`config.mk`:
```
export PLATFORM = sky130hd
export DESIGN_NAME = spi_slave_mux
export DESIGN_NICKNAME = d
export VERILOG_FILES = /design/src/rtl/spi_slave_mux.sv
export SDC_FILE = /design/constraint.sdc
export NUM_CORES = 1
export LEC_CHECK = 0
export BUFFER_PORTS_ARGS = -buffer_cell sky130_fd_sc_hd__buf_4
export CAP_MARGIN = 10
export CORE_UTILIZATION = 35
export CTS_CLUSTER_DIAMETER = 150
export DETAILED_ROUTE_END_ITERATION = 6
export PLACE_DENSITY_LB_ADDON = 0.1
export SLEW_MARGIN = 30
export SYNTH_ARGS = -nofsm -noshare
export SYNTH_HDL_FRONTEND = slang
export SYNTH_SLANG_ARGS = --single-unit
```
`constraint.sdc`:
```
create_clock -name clk -period 2.76 [get_ports clk]
set_input_delay 0.138 -clock clk [delete_from_list [all_inputs] [get_ports clk]]
set_output_delay 0.138 -clock clk [all_outputs]
set_load 0.05 [all_outputs]
```
`src/rtl/spi_slave_mux.sv`:
```
`default_nettype none
// ============================================================================
// Module      : spi_slave_mux
// Description : Parametrised SPI slave. Collects NUM_CFG configuration words
//               from MOSI for the register map, then serialises one selected
//               channel word or a burst of every channel on MISO. Supports
//               all four SPI modes and aborts on slave-select release.
// Revision    : 1.0 - initial release
// ============================================================================
module spi_slave_mux #(
  parameter int NUM_CH  = 3,
  parameter int DATA_W  = 16,
  parameter int CFG_W   = 8,
  parameter int NUM_CFG = 8,
  parameter int ADDR_W  = 3,
  parameter int CPOL    = 0,
  parameter int CPHA    = 0,
  parameter int SEL_W   = $clog2(NUM_CH)
) (
  input  logic                     clk,
  input  logic                     rst,
  input  logic                     sclk_in,
  input  logic                     mosi_in,
  input  logic                     ss_n_in,
  input  logic                     write_enable_in,
  input  logic                     burst_in,
  input  logic [SEL_W-1:0]         output_select_in,
  input  logic [NUM_CH*DATA_W-1:0] ch_data_in,
  output logic [CFG_W-1:0]         config_data_out,
  output logic [ADDR_W-1:0]        addr_out,
  output logic                     config_valid_out,
  output logic                     miso_out,
  output logic                     done_out,
  output logic                     configured_out,
  output logic                     data_ready_out,
  output logic                     abort_out
);

  localparam int c_CNT_MAX = (DATA_W > CFG_W) ? DATA_W : CFG_W;
  localparam int c_CNT_W   = $clog2(c_CNT_MAX + 1);

  typedef enum logic [1:0] {
    ST_CONFIG = 2'd0,
    ST_IDLE   = 2'd1,
    ST_SEND   = 2'd2
  } state_t;

  // Synchronisers and registered edge strobes
  logic sclk_meta_q, sclk_sync_q, sclk_prev_q;
  logic mosi_meta_q, mosi_sync_q;
  logic ss_meta_q, ss_sync_q, ss_prev_q;
  logic sample_stb_q, shift_stb_q, ss_rise_q;

  // Control and datapath state
  state_t               state_q, state_d;
  logic [c_CNT_W-1:0]   cnt_q, cnt_d;
  logic [CFG_W-2:0]     cfg_sr_q, cfg_sr_d;
  logic [ADDR_W-1:0]    idx_q, idx_d;
  logic [CFG_W-1:0]     cfg_data_q, cfg_data_d;
  logic [ADDR_W-1:0]    addr_q, addr_d;
  logic                 cfg_valid_q, cfg_valid_d;
  logic                 configured_q, configured_d;
  logic [DATA_W-1:0]    out_sr_q, out_sr_d;
  logic [SEL_W-1:0]     ch_q, ch_d;
  logic                 burst_q, burst_d;
  logic                 skip_q, skip_d;
  logic                 ready_q, ready_d;
  logic                 done_q, done_d;
  logic                 abort_q, abort_d;

  logic             w_sclk_rise, w_sclk_fall, w_lead, w_trail;
  logic             w_sample, w_shift, w_word_edge, w_last_ch;
  logic [CFG_W-1:0] w_cfg_word;

  // Channel mux; selects at or beyond NUM_CH read as zero
  function automatic logic [DATA_W-1:0] f_chan(input logic [NUM_CH*DATA_W-1:0] data,
                                               input int idx);
    f_chan = '0;
    for (int k = 0; k < NUM_CH; k++) begin
      if (idx == k) f_chan = data[k*DATA_W +: DATA_W];
    end
  endfunction

  assign w_sclk_rise = sclk_sync_q & ~sclk_prev_q;
  assign w_sclk_fall = ~sclk_sync_q & sclk_prev_q;
  assign w_lead      = (CPOL != 0) ? w_sclk_fall : w_sclk_rise;
  assign w_trail     = (CPOL != 0) ? w_sclk_rise : w_sclk_fall;
  assign w_sample    = (CPHA != 0) ? w_trail : w_lead;
  assign w_shift     = (CPHA != 0) ? w_lead : w_trail;
  // With CPHA=1 a word ends on its last sample edge so the reload lands
  // before the next word's first (unapplied) shift edge.
  assign w_word_edge = (CPHA != 0) ? sample_stb_q : shift_stb_q;
  assign w_last_ch   = (int'(ch_q) >= NUM_CH - 1);
  assign w_cfg_word  = {cfg_sr_q, mosi_sync_q};

  // Two-flop synchronisers plus one-cycle edge strobes gated by slave select
  always_ff @(posedge clk) begin
    if (rst) begin
      sclk_meta_q  <= (CPOL != 0);
      sclk_sync_q  <= (CPOL != 0);
      sclk_prev_q  <= (CPOL != 0);
      mosi_meta_q  <= 1'b0;
      mosi_sync_q  <= 1'b0;
      ss_meta_q    <= 1'b1;
      ss_sync_q    <= 1'b1;
      ss_prev_q    <= 1'b1;
      sample_stb_q <= 1'b0;
      shift_stb_q  <= 1'b0;
      ss_rise_q    <= 1'b0;
    end else begin
      sclk_meta_q  <= sclk_in;
      sclk_sync_q  <= sclk_meta_q;
      sclk_prev_q  <= sclk_sync_q;
      mosi_meta_q  <= mosi_in;
      mosi_sync_q  <= mosi_meta_q;
      ss_meta_q    <= ss_n_in;
      ss_sync_q    <= ss_meta_q;
      ss_prev_q    <= ss_sync_q;
      sample_stb_q <= w_sample & ~ss_sync_q;
      shift_stb_q  <= w_shift & ~ss_sync_q;
      ss_rise_q    <= ss_sync_q & ~ss_prev_q;
    end
  end

  // Next-state logic for the CONFIG / IDLE / SEND controller and datapath
  always_comb begin
    state_d      = state_q;
    cnt_d        = cnt_q;
    cfg_sr_d     = cfg_sr_q;
    idx_d        = idx_q;
    cfg_data_d   = cfg_data_q;
    addr_d       = addr_q;
    cfg_valid_d  = 1'b0;
    configured_d = configured_q;
    out_sr_d     = out_sr_q;
    ch_d         = ch_q;
    burst_d      = burst_q;
    skip_d       = skip_q;
    ready_d      = ready_q;
    done_d       = 1'b0;
    abort_d      = 1'b0;
    unique case (state_q)
      ST_CONFIG: begin
        if (ss_rise_q && (cnt_q != '0)) begin
          // Partial word discarded; index is left alone
          abort_d  = 1'b1;
          cnt_d    = '0;
          cfg_sr_d = '0;
        end else if (sample_stb_q) begin
          cfg_sr_d = w_cfg_word[CFG_W-2:0];
          if (cnt_q == c_CNT_W'(CFG_W - 1)) begin
            cnt_d       = '0;
            cfg_data_d  = w_cfg_word;
            addr_d      = idx_q;
            cfg_valid_d = 1'b1;
            if (idx_q == ADDR_W'(NUM_CFG - 1)) begin
              configured_d = 1'b1;
              state_d      = ST_IDLE;
            end else begin
              idx_d = idx_q + ADDR_W'(1);
            end
          end else begin
            cnt_d = cnt_q + c_CNT_W'(1);
          end
        end
      end
      ST_IDLE: begin
        if (write_enable_in) begin
          out_sr_d = burst_in ? f_chan(ch_data_in, 0)
                              : f_chan(ch_data_in, int'(output_select_in));
          ch_d     = '0;
          burst_d  = burst_in;
          skip_d   = 1'b1;
          cnt_d    = '0;
          ready_d  = 1'b1;
          state_d  = ST_SEND;
        end
      end
      ST_SEND: begin
        if (ss_rise_q && (cnt_q != '0)) begin
          abort_d = 1'b1;
          cnt_d   = '0;
          ready_d = 1'b0;
          burst_d = 1'b0;
          state_d = ST_IDLE;
        end else begin
          if (shift_stb_q) begin
            if ((CPHA != 0) && skip_q) skip_d = 1'b0;
            else out_sr_d = {out_sr_q[DATA_W-2:0], 1'b0};
          end
          if (w_word_edge) begin
            if (cnt_q == c_CNT_W'(DATA_W - 1)) begin
              cnt_d = '0;
              if (burst_q && !w_last_ch) begin
                ch_d     = ch_q + SEL_W'(1);
                out_sr_d = f_chan(ch_data_in, int'(ch_q) + 1);
                skip_d   = 1'b1;
              end else begin
                done_d  = 1'b1;
                ready_d = 1'b0;
                burst_d = 1'b0;
                state_d = ST_IDLE;
              end
            end else begin
              cnt_d = cnt_q + c_CNT_W'(1);
            end
          end
        end
      end
      default: state_d = ST_CONFIG;
    endcase
  end

  // State register for the controller and datapath
  always_ff @(posedge clk) begin
    if (rst) begin
      state_q      <= ST_CONFIG;
      cnt_q        <= '0;
      cfg_sr_q     <= '0;
      idx_q        <= '0;
      cfg_data_q   <= '0;
      addr_q       <= '0;
      cfg_valid_q  <= 1'b0;
      configured_q <= 1'b0;
      out_sr_q     <= '0;
      ch_q         <= '0;
      burst_q      <= 1'b0;
      skip_q       <= 1'b0;
      ready_q      <= 1'b0;
      done_q       <= 1'b0;
      abort_q      <= 1'b0;
    end else begin
      state_q      <= state_d;
      cnt_q        <= cnt_d;
      cfg_sr_q     <= cfg_sr_d;
      idx_q        <= idx_d;
      cfg_data_q   <= cfg_data_d;
      addr_q       <= addr_d;
      cfg_valid_q  <= cfg_valid_d;
      configured_q <= configured_d;
      out_sr_q     <= out_sr_d;
      ch_q         <= ch_d;
      burst_q      <= burst_d;
      skip_q       <= skip_d;
      ready_q      <= ready_d;
      done_q       <= done_d;
      abort_q      <= abort_d;
    end
  end

  assign config_data_out  = cfg_data_q;
  assign addr_out         = addr_q;
  assign config_valid_out = cfg_valid_q;
  assign miso_out         = out_sr_q[DATA_W-1];
  assign done_out         = done_q;
  assign configured_out   = configured_q;
  assign data_ready_out   = ready_q;
  assign abort_out        = abort_q;

endmodule
`default_nettype wire

```
==> After elaboration in Yosys (flattened, before gate mapping) <==
Index checks and enable logic that the tools add are counted.
{ "totals": {"register_bits": 63, "input_bits": 57, "out_inout_bits": 17, "wordCells": 143} }
{ "op_classes": {"add_sub_neg": 4, "magnitude_cmp": 1, "eq_ne": 22, "n_mux": 51, "n_bitwise": 17, "n_reduce_logical": 23} }
{ "op_table": {"columns": ["cell", "n"], "rows": [
  ["$mux 16", 13],
  ["$mux 5", 7],
  ["$logic_not 32->1", 1],
  ["$pmux 16 s2", 1],
  ["$mux 2", 14],
  ["$ne 2x2->1 const B", 9],
  ["$pmux 5 s3", 1],
  ["$reduce_and 5->1", 3],
  ["$mux 7", 2],
  ["$ne 3x3->1 const B", 4],
  ["$not 1->1", 12],
  ["$mux 1", 9],
  ["$reduce_and 4->1", 2],
  ["$reduce_and 8->1", 1],
  ["$eq 2x2->1 const B", 3],
  ["$pmux 2 s3", 1],
  ["$reduce_and 6->1", 1],
  ["$add 5x1->5 const B", 1],
  ["$and 1x1->1", 5],
  ["$eq 5x3->1 const B", 1],
  ["$eq 5x4->1 const B", 1],
  ["$reduce_bool 5->1", 1],
  ["$reduce_or 5->1", 1],
  ["$logic_not 2->1", 2],
  ["18 further kinds", 22]
]} }

==> Depth between registers and ports, before layout <==
Gate-level depths: netlist (run 1).
{ "depth": {"depth_word": 10, "depth_mapped": 9, "ltp_nobuf": 8} }

==> Worst setup path after synthesis (run 1) <==
Ideal clock, no wire load.
{ "synth_timing": {"kind": "register to register", "from": "register ch_q[0]", "to": "register out_sr_q[10]", "setup_ns": 0.117, "arrival_time_ns": 1.768, "setup_slack_ns": 0.874, "stages_incl_launch_ff": 9, "path_buffers": 2, "synth_period_minus_slack_ns": 1.886, "path_cell_list": "dfxtp_1 inv_1 ha_1 nor3b_2 and3_1 buf_2 clkbuf_1 o211ai_1 a32o_1"} }
{ "synth_via": {"elab_chain_len": 10, "elab_cells_between_ends": 15} }
{ "synth_lines": {"columns": ["element", "line", "rtl"], "rows": [
  ["start: declaration", "64", "logic [SEL_W-1:0] ch_q, ch_d;"],
  ["start signal: assignment", "242", "ch_q <= ch_d;"],
  ["$add 2x1->3", "196", "out_sr_d = f_chan(ch_data_in, int'(ch_q) + 1);"],
  ["$logic_not 32->1", "80", "if (idx == k) f_chan = data[k*DATA_W +: DATA_W];"],
  ["$mux 16 (3 in series)", "80", null],
  ["$mux 16 (*)", "194", "if (burst_q && !w_last_ch) begin"],
  ["$mux 16 (*)", "192", "if (cnt_q == c_CNT_W'(DATA_W - 1)) begin"],
  ["$mux 16 (*)", "191", "if (w_word_edge) begin"],
  ["$mux 16 (*)", "180", "if (ss_rise_q && (cnt_q != '0)) begin"],
  ["$pmux 16 s2 (*)", "142", "unique case (state_q)"],
  ["end signal: assignment", "241", "out_sr_q <= out_sr_d;"],
  ["end: declaration", "63", "logic [DATA_W-1:0] out_sr_q, out_sr_d;"]
]} }
Mark *: on every way between the ends. The rest lies on a longest branch, timed or not. The select of a mux whose other input is x is not followed.
A chain may end at the register's enable or synchronous reset.

==> Worst setup path after layout (run 1) <==
{ "layout_timing": {"from": "register cnt_q[0]", "to": "register configured_q (netlist: configured_out)"} }
{ "layout_via": {"elab_chain_len": 4, "elab_cells_between_ends": 5} }
{ "layout_lines": {"columns": ["element", "line", "rtl"], "rows": [
  ["start: declaration", "56", "logic [c_CNT_W-1:0] cnt_q, cnt_d;"],
  ["start signal: assignment", "234", "cnt_q <= cnt_d;"],
  ["$reduce_bool 5->1", "144", "if (ss_rise_q && (cnt_q != '0)) begin"],
  ["$logic_and 1x1->1", "144", null],
  ["$not 1->1 (no source line)", null, null],
  ["$reduce_and 5->1 (no source line) (*)", null, null],
  ["end signal: assignment", "240", "configured_q <= configured_d;"],
  ["end: declaration", "62", "logic configured_q, configured_d;"]
]} }
Mark *: on every way between the ends. The rest lies on a longest branch, timed or not.

==> impl_metrics.yaml, run 1 <==
global_route:
  use_met1_pct: 27.8
  use_met2_pct: 29.5
  grt_pass1_wl_mm: 17.7
  grt_start_max_net_pins: 49
  grt_pass1_vias: 3533
  overflow: 0
  grt_busiest_layer: "met2"
  use_met3_pct: 3.68
  grt_use_total_pct: 19.7
  antenna_found_initial: 0
floorplanning:
  io_pins: 74
  initial_utilization_pct: 36.5
  core_area_um2: 10400
  die_h_um: 106
  placementRows: 37
  fp.dieW_um: 106
  die_area_um2: 11300
power:
  leakage_nw: 1.66
  pwr-share-comb_pct: 10.0
  power_frac_seq_pct: 47.2
  swShare_pct: 25.0
  p_total_mw: 1.95
  power_density_nw_per_um2: 417
  pwr-share-clk_pct: 42.8
  max-vdd-ir-drop_mv: 0.206
  p_int_mw: 1.46
  switchingPower_uw: 486
synthesis:
  syn-cell-area_um2: 3800
  syn-num-nets: 542
  yosys_warnings: 0
  synth-main-ff-cell: "dfxtp_1"
  synth_top_area_share_pct: 33.2
  synth_commonest_cells: "dfxtp_1 (63), a21oi_1 (53), o21ai_0 (37), nand2_1 (34), clkbuf_1 (24)"
  syn_avg_cell_area_um2: 8.10
  ys_types: 48
  synth_cells: 469
  ys_ff_latch: 63
  async_flop_share_pct: 0
  synth_largest_area_cell: "dfxtp_1"
  synth_area_leaders: "dfxtp_1 (33%), a21oi_1 (7.0%), ha_1 (5.3%)"
  yosysMostFrequentCell: "dfxtp_1"
  synth-edff-count: 0
  synth-seq-area-share_pct: 33.2
sta:
  rsz0062_at_grt: "false"
  max_slew_margin_pct: 54.6
  tightestPinTransition_ps: 681
  hold_viol: 0
  fin_skew_ps: 14.9
  setup_violations: 0
  max_freq_mhz: 473
  finalMaxSlewViolations: 0
  fin_tns_setup_ps: 0
  fin_crit_ps: 2110
  fin_crit_sh_pct: 76.6
setup_path:
  worstPathArrival_ps: 2320
  path_max_fanout: 12
  reg2reg_setup_slack_ps: 650
  start_kind: "flip-flop"
  worstPathRequired_ps: 2970
  crit_type: "flip-flop to flip-flop"
  endpoint_kind: "flip-flop"
clocking:
  cts_hold_buf: 3
  cts.repair.resized: 0
  cts_made_buffers: 9
  htreeDepth: 3
  cts_setup_buffers: 0
  worstSkewPairLatency_ps: 350
  root_buffer: "clkbuf_8"
  cts_tree: "yes"
  clk_transition_reported_paths_ps: 80
  cts_max_path_buffers: 2
  clock-sinks: 63
placed_design:
  hpwl_mm: 7.26
  place.gp.congestion: 0.810
  portBuffers: 73
detailed_routing:
  vias: 3718
  wl_per_cell_um: 16.1
  drt_pass1_iterations: 5
  postRouteAntennaNets: 0
  drt_iter0_drc: 195
  via_per_inst: 5.56
  finalWirelength_mm: 10.8
  drcViolationCount: 0
final_layout:
  area_growth_pct: 22.9
  drive_above_1_share_pct: 21.2
  diodes: 0
  nNetsFinal: 601
  nFillCells: 1049
hold_path:
  hp-class: "input pin to flip-flop"
status:
  outcome: "finished clean"
run:
  cap_violations: 0
==> metal layers <==
metal / routed length [um] / up-vias
met5: 0 / -
met2: 4800 / 85
met3: 449 / 13
li1: - / 1844
met1: 5390 / 1776
met4: 159 / 0
==> power groups by stage <==
stage               clock [mW]  combinational [mW]  sequential (mW)
floorplan                    0              0.0894            0.940
global placement             0               0.186            0.941
detailed placement           0               0.190            0.941
CTS                      0.865               0.194            0.920
global route             0.901               0.212            0.920
finish                   0.834               0.194            0.920
==> state kept, by name (all words and copies together) (netlist names), 2 cells and up, named ones only <==
register	flops
addr_out	3
ch_q	2
out_sr_q	15
cfg_sr_q	7
config_data_out	8
state_q	2
cnt_q	5
idx_q	3
==> path summary, 6_finish.rpt <==
| path | from | end | cells after the start |
|---|---|---|---|
| setup / recovery | cnt_q[0]$_SDFFE_PP0P_ | configured_out$_SDFFE_PP0P_ | 7 |
| setup reg to reg | cnt_q[0]$_SDFFE_PP0P_ | configured_out$_SDFFE_PP0P_ | 7 |
| hold reg to reg | ss_prev_q$_SDFF_PP1_ | ss_rise_q$_SDFF_PP0_ | 1 |
| hold / removal | ch_data_in[37] | out_sr_q[5]$_SDFFE_PP0P_ | 4 |
==> cells by family after synthesis <==
logic type | share of synthesized area (%)
AOI/OAI and AO/OA | 27.6
DFF | 33.2
and+or+nand+nor | 23.4
xor gates and xnor gates | 0.231
muxes | 4.51
buffers and inverters | 5.86
adders and majority gates | 5.27
==> cells in the final DEF (no fill, tap or decap), types with 2 or more instances in the layout <==
master / synthesis / final
ha_2: 0 / 2
nor4_1: 3 / 3
nand4_1: 2 / 2
clkinv_4: 0 / 2
nor3b_1: 4 / 4
nor3_1: 2 / 2
inv_1: 17 / 17
nand3b_1: 16 / 16
nor2_1: 19 / 19
nand2_1: 34 / 34
nor3b_2: 2 / 2
nand2b_1: 19 / 19
a22oi_1: 8 / 8
nor2b_1: 21 / 21
dlygate4sd3_1: 0 / 3
a31oi_1: 3 / 3
o211ai_1: 17 / 17
o21ai_2: 2 / 2
buf_4: 2 / 82
a221oi_1: 15 / 15
dfxtp_1: 63 / 63
ha_1: 16 / 14
nand3_1: 23 / 23
clkbuf_8: 0 / 10
and3_1: 4 / 4
o21ai_0: 37 / 37
mux2i_1: 16 / 16
a32o_1: 15 / 15
a21oi_1: 53 / 53
or2_2: 3 / 3
==> metrics by stage <==
| step | worst slack [ps] | cells | area, um2 | hold slack, ps | utilization [%] |
|---|---|---|---|---|---|
| floorplan | 874 | 469 | 3800 | 242 | - |
| global placement | 670 | 650 | 4430 | 323 | 42.5 |
| detailed placement | 575 | 650 | 4430 | 327 | 42.5 |
| CTS | 552 | 669 | 4660 | 176 | 44.8 |
| global route | 378 | 669 | 4670 | 197 | 44.8 |
| finish | 646 | 669 | 4670 | 196 | 44.8 |
==> critical path, cell delays in order (launching register included) <==
cell       delay, ps
dfxtp_1          380
inv_1             70
ha_1             190
nor4b_4          140
o2111ai_1        550
inv_1            340
a21oi_1          260
nor2_1            50
==> final cells by class <==
cell class              count  area, um2  area share (%)
clock buffers              10        138            2.95
multi-input cells         352       2320            49.7
inverters                  17       63.8            1.37
clock inverters             6       68.8            1.47
well taps                 136        170            3.65
flip-flops and latches     63       1260            27.0
repair buffers             85        646            13.8
Power figures use the tool's default switching activity.
==> run 2: changes to the inputs <==
--- a/config.mk
+++ b/config.mk
@@ -5,6 +5,7 @@
 export SDC_FILE = /design/constraint.sdc
 export NUM_CORES = 1
 export LEC_CHECK = 0
+export ABC_AREA = 1
 export BUFFER_PORTS_ARGS = -buffer_cell sky130_fd_sc_hd__buf_4
 export CAP_MARGIN = 10
 export CORE_UTILIZATION = 35
==> constraint.sdc (replaced) <==
create_clock -name clk -period 2.1 [get_ports clk]
set_input_delay 0.105 -clock clk [delete_from_list [all_inputs] [get_ports clk]]
set_output_delay 0.105 -clock clk [all_outputs]
set_load 0.05 [all_outputs]
==> run 2 against run 1 <==
Effect of this change:
- highest routed layer unchanged
- via count increased by 20%
- core utilization increased by 0.52 points
- clock skew decreased by 7.5 ps
- combinational power increased to 6.5 times the previous value
==> impl_metrics.yaml, run 2 <==
final_layout:
  multiInputGateArea_um2: 2380
  diodes: 0
  regMostFlops: "out_sr_q"
  final_common_cell: "nand2_1"
  nNetsFinal: 830
  largest_reg_flops: 15
  ff_latch_area_um2: 1260
  layout_common_cells: "nand2_1 (155), inv_1 (109), nor2_1 (90)"
  nFillCells: 1270
  area_growth_pct: 23.9
  drive_above_1_share_pct: 17.6
  postLayoutCoreUtil_pct: 45.3
sta:
  hold_viol: 0
  tightestPinTransition_ps: 785
  max_slew_margin_pct: 47.6
  rsz0062_at_grt: "false"
  fin_crit_ps: 1890
  max_freq_mhz: 530
  finalMaxSlewViolations: 0
  fin_crit_sh_pct: 89.8
  fin_skew_ps: 7.40
  fin_tns_setup_ps: 0
  setup_violations: 0
clocking:
  htreeDepth: 3
  cts_made_buffers: 9
  cts_max_path_buffers: 2
  root_buffer: "clkbuf_16"
  clock-sinks: 63
  cts_setup_buffers: 0
  cts_tree: "yes"
  worstSkewPairLatency_ps: 330
  clk_transition_reported_paths_ps: 50
synthesis:
  synth-edff-count: 0
  syn-cell-area_um2: 4270
  ys_ff_latch: 63
  syn-num-nets: 762
  synth-main-ff-cell: "dfxtp_1"
  synth_area_leaders: "dfxtp_1 (30%), nand2_1 (14%), inv_1 (9.6%)"
  synth_largest_area_cell: "dfxtp_1"
  synth-seq-area-share_pct: 29.6
  ys_types: 32
  yosys_warnings: 0
  yosysMostFrequentCell: "nand2_1"
  async_flop_share_pct: 0
  synth_commonest_cells: "nand2_1 (155), inv_1 (109), nor2_1 (91), nand3_1 (73), dfxtp_1 (63)"
  synth_top_area_share_pct: 29.6
  synth_cells: 689
  syn_avg_cell_area_um2: 6.19
power:
  power_density_nw_per_um2: 823
  leakage_nw: 2.53
  max-vdd-ir-drop_mv: 0.517
global_route:
  overflow: 0
  grt_start_max_net_pins: 40
  grt_pass1_vias: 4203
  antenna_found_initial: 0
  grt_use_total_pct: 19.2
  grt_pass1_wl_mm: 19.6
detailed_routing:
  via_per_inst: 4.94
  postRouteAntennaNets: 0
  drt_iter0_drc: 189
  drcViolationCount: 0
  drt_pass1_iterations: 5
  vias: 4462
  wl_per_cell_um: 12.9
  finalWirelength_mm: 11.7
floorplanning:
  core_area_um2: 11700
  initial_utilization_pct: 36.6
  die_h_um: 112
  io_pins: 74
  fp.dieW_um: 112
  die_area_um2: 12600
  placementRows: 39
setup_path:
  endpoint_kind: "flip-flop"
  crit_type: "flip-flop to flip-flop"
  worstPathArrival_ps: 2110
  r2r_cells: 13
  start_kind: "flip-flop"
  reg2reg_from: "cnt_q[0]$_SDFFE_PP0P_"
  path_max_fanout: 16
  worstPathRequired_ps: 2320
  reg2reg_to: "out_sr_q[13]$_SDFFE_PP0P_"
  reg2reg_setup_slack_ps: 210
hold_path:
  hp-class: "input pin to flip-flop"
  whs_path_depth: 7
  min_to: "out_sr_q[4]$_SDFFE_PP0P_"
  hold_path_startpoint: "ch_data_in[4]"
placed_design:
  hpwl_mm: 8.51
  portBuffers: 73
  place.gp.congestion: 0.802
status:
  outcome: "finished clean"
run:
  cap_violations: 0
run 2: changes by cell type after synthesis, moves of 14 or more:
cell / change
inv_1: +92
a221oi_1: -15
o211ai_1: -17
nand3_1: +50
nand2_1: +121
nand3b_1: -16
mux2i_1: -16
a32o_1: -15
a211oi_1: +14
nor2_1: +72
nor2b_1: -21
nand2b_1: -19
run 2: critical path, cell delays in order (launching register included):
cell     delay, ps
dfxtp_1        370
ha_1           190
nand2_1        100
nor2_2         120
ha_1           190
nand2_1        100
inv_2           70
nand2_2        120
inv_8          140
nand3_1         80
o21ai_1         80
nand3_1         90
nand2_1         70
inv_1           30
run 2: logic make-up after synthesis:
family,count (synthesis),synth area share (%)
buffers and inverters,148,14.7
adder cells (fa/ha/maj),16,4.69
flip-flops,63,29.6
AND/OR/NAND/NOR,351,36.0
AO/OA/AOI/OAI,111,15.0
run 2: metal layers:
| layer | vias to the layer above | global-route usage [%] | share of wire, % |
|---|---|---|---|
| li1 | 2310 | - | - |
| met1 | 2057 | 24.0 | 47 |
| met2 | 83 | 33.0 | 49 |
| met3 | 12 | 4.86 | 3.4 |
| met4 | 0 | 4.71 | 0.90 |
| met5 | - | 0 | 0 |
run 2: worst max path at each step:
stage,startpoint,end,slack (ps),cells after the start
6_report,cnt_q[0]$_SDFFE_PP0P_,out_sr_q[13]$_SDFFE_PP0P_,210,13
3_3_place_gp,cnt_q[0]$_SDFFE_PP0P_,out_sr_q[13]$_SDFFE_PP0P_,150,13
5_1_grt,cnt_q[0]$_SDFFE_PP0P_,out_sr_q[2]$_SDFFE_PP0P_,6,13
4_1_cts,cnt_q[1]$_SDFFE_PP0P_,out_sr_q[13]$_SDFFE_PP0P_,100,13
2_1_floorplan,cnt_q[0]$_SDFFE_PP0P_,out_sr_q[10]$_SDFFE_PP0P_,410,14
3_5_place_dp,cnt_q[1]$_SDFFE_PP0P_,out_sr_q[13]$_SDFFE_PP0P_,10,13
run 2: repair_timing:
item | in CTS | in global routing
hold endpoints to repair | 3 | 0
gates resized for setup | 1 | 4
setup endpoints to repair | 2 | 15
hold buffers | 3 | 0
run 2: layout make-up:
| class | instances | area share (%) |
|---|---|---|
| clock buffer | 11 | 4.40 |
| clock inverter | 4 | 1.80 |
| inverter | 116 | 8.47 |
| multi-input combinational | 478 | 45.0 |
| sequential | 63 | 23.9 |
| tap | 143 | 3.38 |
| timing repair buffer | 89 | 13.0 |
run 2: stage by stage:
stage                     total power [mW]  setup WS (ps)  area (um2)  hold slack (ps)  instances
final                                 4.35            215        5290              190        904
after global routing                  4.63           6.41        5290              215        904
after CTS                             4.39            101        5280              184        904
after detailed placement              2.70           13.2        4920              294        886
after global placement                2.69            145        4920              293        886
after floorplan                       2.37            411        4270              209        689
run 2: report_power, final:
part	internal, mW	leakage (nW)	switching [mW]
registers	1.33	0.513	0.0822
clock network	1.15	0.160	0.513
logic	0.477	1.86	0.796
total	2.96	2.53	1.39
==> run 3: changes to the inputs <==
--- a/config.mk
+++ b/config.mk
@@ -6,12 +6,15 @@
 export NUM_CORES = 1
 export LEC_CHECK = 0
 export ABC_AREA = 1
-export BUFFER_PORTS_ARGS = -buffer_cell sky130_fd_sc_hd__buf_4
 export CAP_MARGIN = 10
+export CELL_PAD_IN_SITES_DETAIL_PLACEMENT = 1
+export CELL_PAD_IN_SITES_GLOBAL_PLACEMENT = 1
 export CORE_UTILIZATION = 35
 export CTS_CLUSTER_DIAMETER = 150
 export DETAILED_ROUTE_END_ITERATION = 6
+export DONT_BUFFER_PORTS = 1
 export PLACE_DENSITY_LB_ADDON = 0.1
+export REMOVE_ABC_BUFFERS = 1
 export SLEW_MARGIN = 30
 export SYNTH_ARGS = -nofsm -noshare
 export SYNTH_HDL_FRONTEND = slang
==> run 3 against run 2 <==
Effect of this change:
- clock-buffer cell count did not move
- worst hold slack got worse by 130 ps
- sequential power barely moved
==> impl_metrics.yaml, run 3 (synthesized netlist as in run 2, its figures left out) <==
power:
  leakage_nw: 2.23
  max-vdd-ir-drop_mv: 0.418
  p_total_mw: 4.31
  power_density_nw_per_um2: 894
detailed_routing:
  vias: 4328
  drt_pass1_iterations: 4
  via_per_inst: 5.15
  drt_iter0_drc: 169
  drcViolationCount: 0
  wl_per_cell_um: 15.7
  finalWirelength_mm: 13.2
  postRouteAntennaNets: 0
placed_design:
  placed_cell_area_um2: 4410
  place.gp.congestion: 0.813
  portBuffers: 0
  hpwl_mm: 9.16
setup_path:
  endpoint_kind: "flip-flop"
  crit_type: "flip-flop to flip-flop"
  critPathBufInv: 3
  worstPathArrival_ps: 2090
  worstPathRequired_ps: 2320
  path_max_fanout: 14
  slowest_stage: "dfxtp_2"
  max_stage_delay_ps: 330
  reg2reg_setup_slack_ps: 230
  path_cells: "inv_1 -> ha_1 -> inv_1 -> nor2_2 -> nand2_4 -> nand2_8 -> nand2_4 -> nor2_4 -> inv_2 -> nor2_1 -> nor2_1"
  start_kind: "flip-flop"
  cp_top_family: "simple AND/OR/NAND/NOR gates"
clocking:
  htreeDepth: 3
  root_buffer: "clkbuf_16"
  cts_max_path_buffers: 2
  clk_transition_reported_paths_ps: 60
  cts_made_buffers: 9
  cts_tree: "yes"
  clock-sinks: 63
  worstSkewPairLatency_ps: 330
final_layout:
  regMostFlops: "out_sr_q"
  area_growth_pct: 13.0
  drive_above_1_share_pct: 10.5
  largest_reg_flops: 15
  nFillCells: 1562
  postLayoutCoreUtil_pct: 41.4
  nNetsFinal: 766
  layout_common_cells: "nand2_1 (155), inv_1 (109), nor2_1 (91)"
  final_common_cell: "nand2_1"
  final_area_um2: 4820
  diodes: 0
floorplanning:
  die_area_um2: 12600
  die_h_um: 112
  placementRows: 39
  core_area_um2: 11700
  io_pins: 74
  fp.dieW_um: 112
  initial_utilization_pct: 36.6
sta:
  hold_viol: 0
  tightestPinTransition_ps: 785
  fin_crit_ps: 1870
  max_slew_margin_pct: 47.6
  fin_tns_setup_ps: 0
  max_freq_mhz: 535
  finalMaxSlewViolations: 0
  fin_crit_sh_pct: 89.0
  fin_skew_ps: 7.01
  rsz0062_at_grt: "false"
  setup_violations: 0
global_route:
  antenna_found_initial: 0
  grt_pass1_wl_mm: 22.1
  overflow: 0
  grt_start_max_net_pins: 39
  grt_use_total_pct: 22.0
  grt_pass1_vias: 4515
hold_path:
  hp-class: "input pin to flip-flop"
run:
  cap_violations: 0
status:
  outcome: "finished clean"
==> run 3: final cells by class <==
type / instances / area [um2] / share of cell area, %
Tap cell: 143 / 179 / 3.71
Inverter: 116 / 448 / 9.29
Multi-Input combinational cell: 478 / 2390 / 49.5
Clock buffer: 11 / 243 / 5.03
Clock inverter: 5 / 81.3 / 1.69
Timing Repair inverter: 1 / 6.26 / 0.130
Timing Repair Buffer: 24 / 216 / 4.49
Sequential cell: 63 / 1260 / 26.2
==> run 3: worst reg2reg max path, cell delays in order (launching register included) <==
cell and delay (ps):
dfxtp_2 330, inv_1 110, ha_1 170, inv_1 50, nor2_2 120, nand2_4 90
nand2_8 130, nand2_4 110, nor2_4 260, inv_2 170, nor2_1 160, nor2_1 60
==> run 3: through the flow <==
stage | setup WS (ps) | hold slack, ps | cells
detailed placement | 2.37 | 183 | 819
floorplan | 332 | 174 | 657
finish | 231 | 63.7 | 841
global placement | 135 | 182 | 819
CTS | 76.6 | 60.5 | 839
global route | 53.8 | 67.7 | 841
==> run 3: path summary, 6_finish.rpt <==
path,startpoint,endpoint,cells after the start
worst min register to register,ss_prev_q$_SDFF_PP1_,ss_rise_q$_SDFF_PP0_,1
worst max-delay path,cnt_q[0]$_SDFFE_PP0P_,config_data_out[7]$_SDFFE_PP0P_,11
worst max register to register,cnt_q[0]$_SDFFE_PP0P_,config_data_out[7]$_SDFFE_PP0P_,11
worst min-delay path,rst,cfg_sr_q[0]$_SDFFE_PP0P_,2
==> run 3: metal layers <==
metal	global-route usage (%)	vias to the layer above	share of wire, %
li1	-	2183	-
met1	28.2	2060	48
met2	38.0	80	48
met3	5.13	5	4.1
met4	4.18	0	0.40
met5	0	-	0
==> run 3: report_power, final <==
group,leakage [nW],total (mW),switching (mW),internal (mW)
Combinational,1.56,1.22,0.801,0.423
Clock,0.156,1.65,0.580,1.07
Sequential,0.513,1.43,0.104,1.33
Total,2.23,4.31,1.49,2.83
==> run 3: timing repair <==
item,4_1_cts,5_1_grt
gates resized for setup,1,7
buffers inserted,0,1
cloned,0,1
hold buffers,4,0
hold endpoints to repair,38,0
setup endpoints to repair,1,15
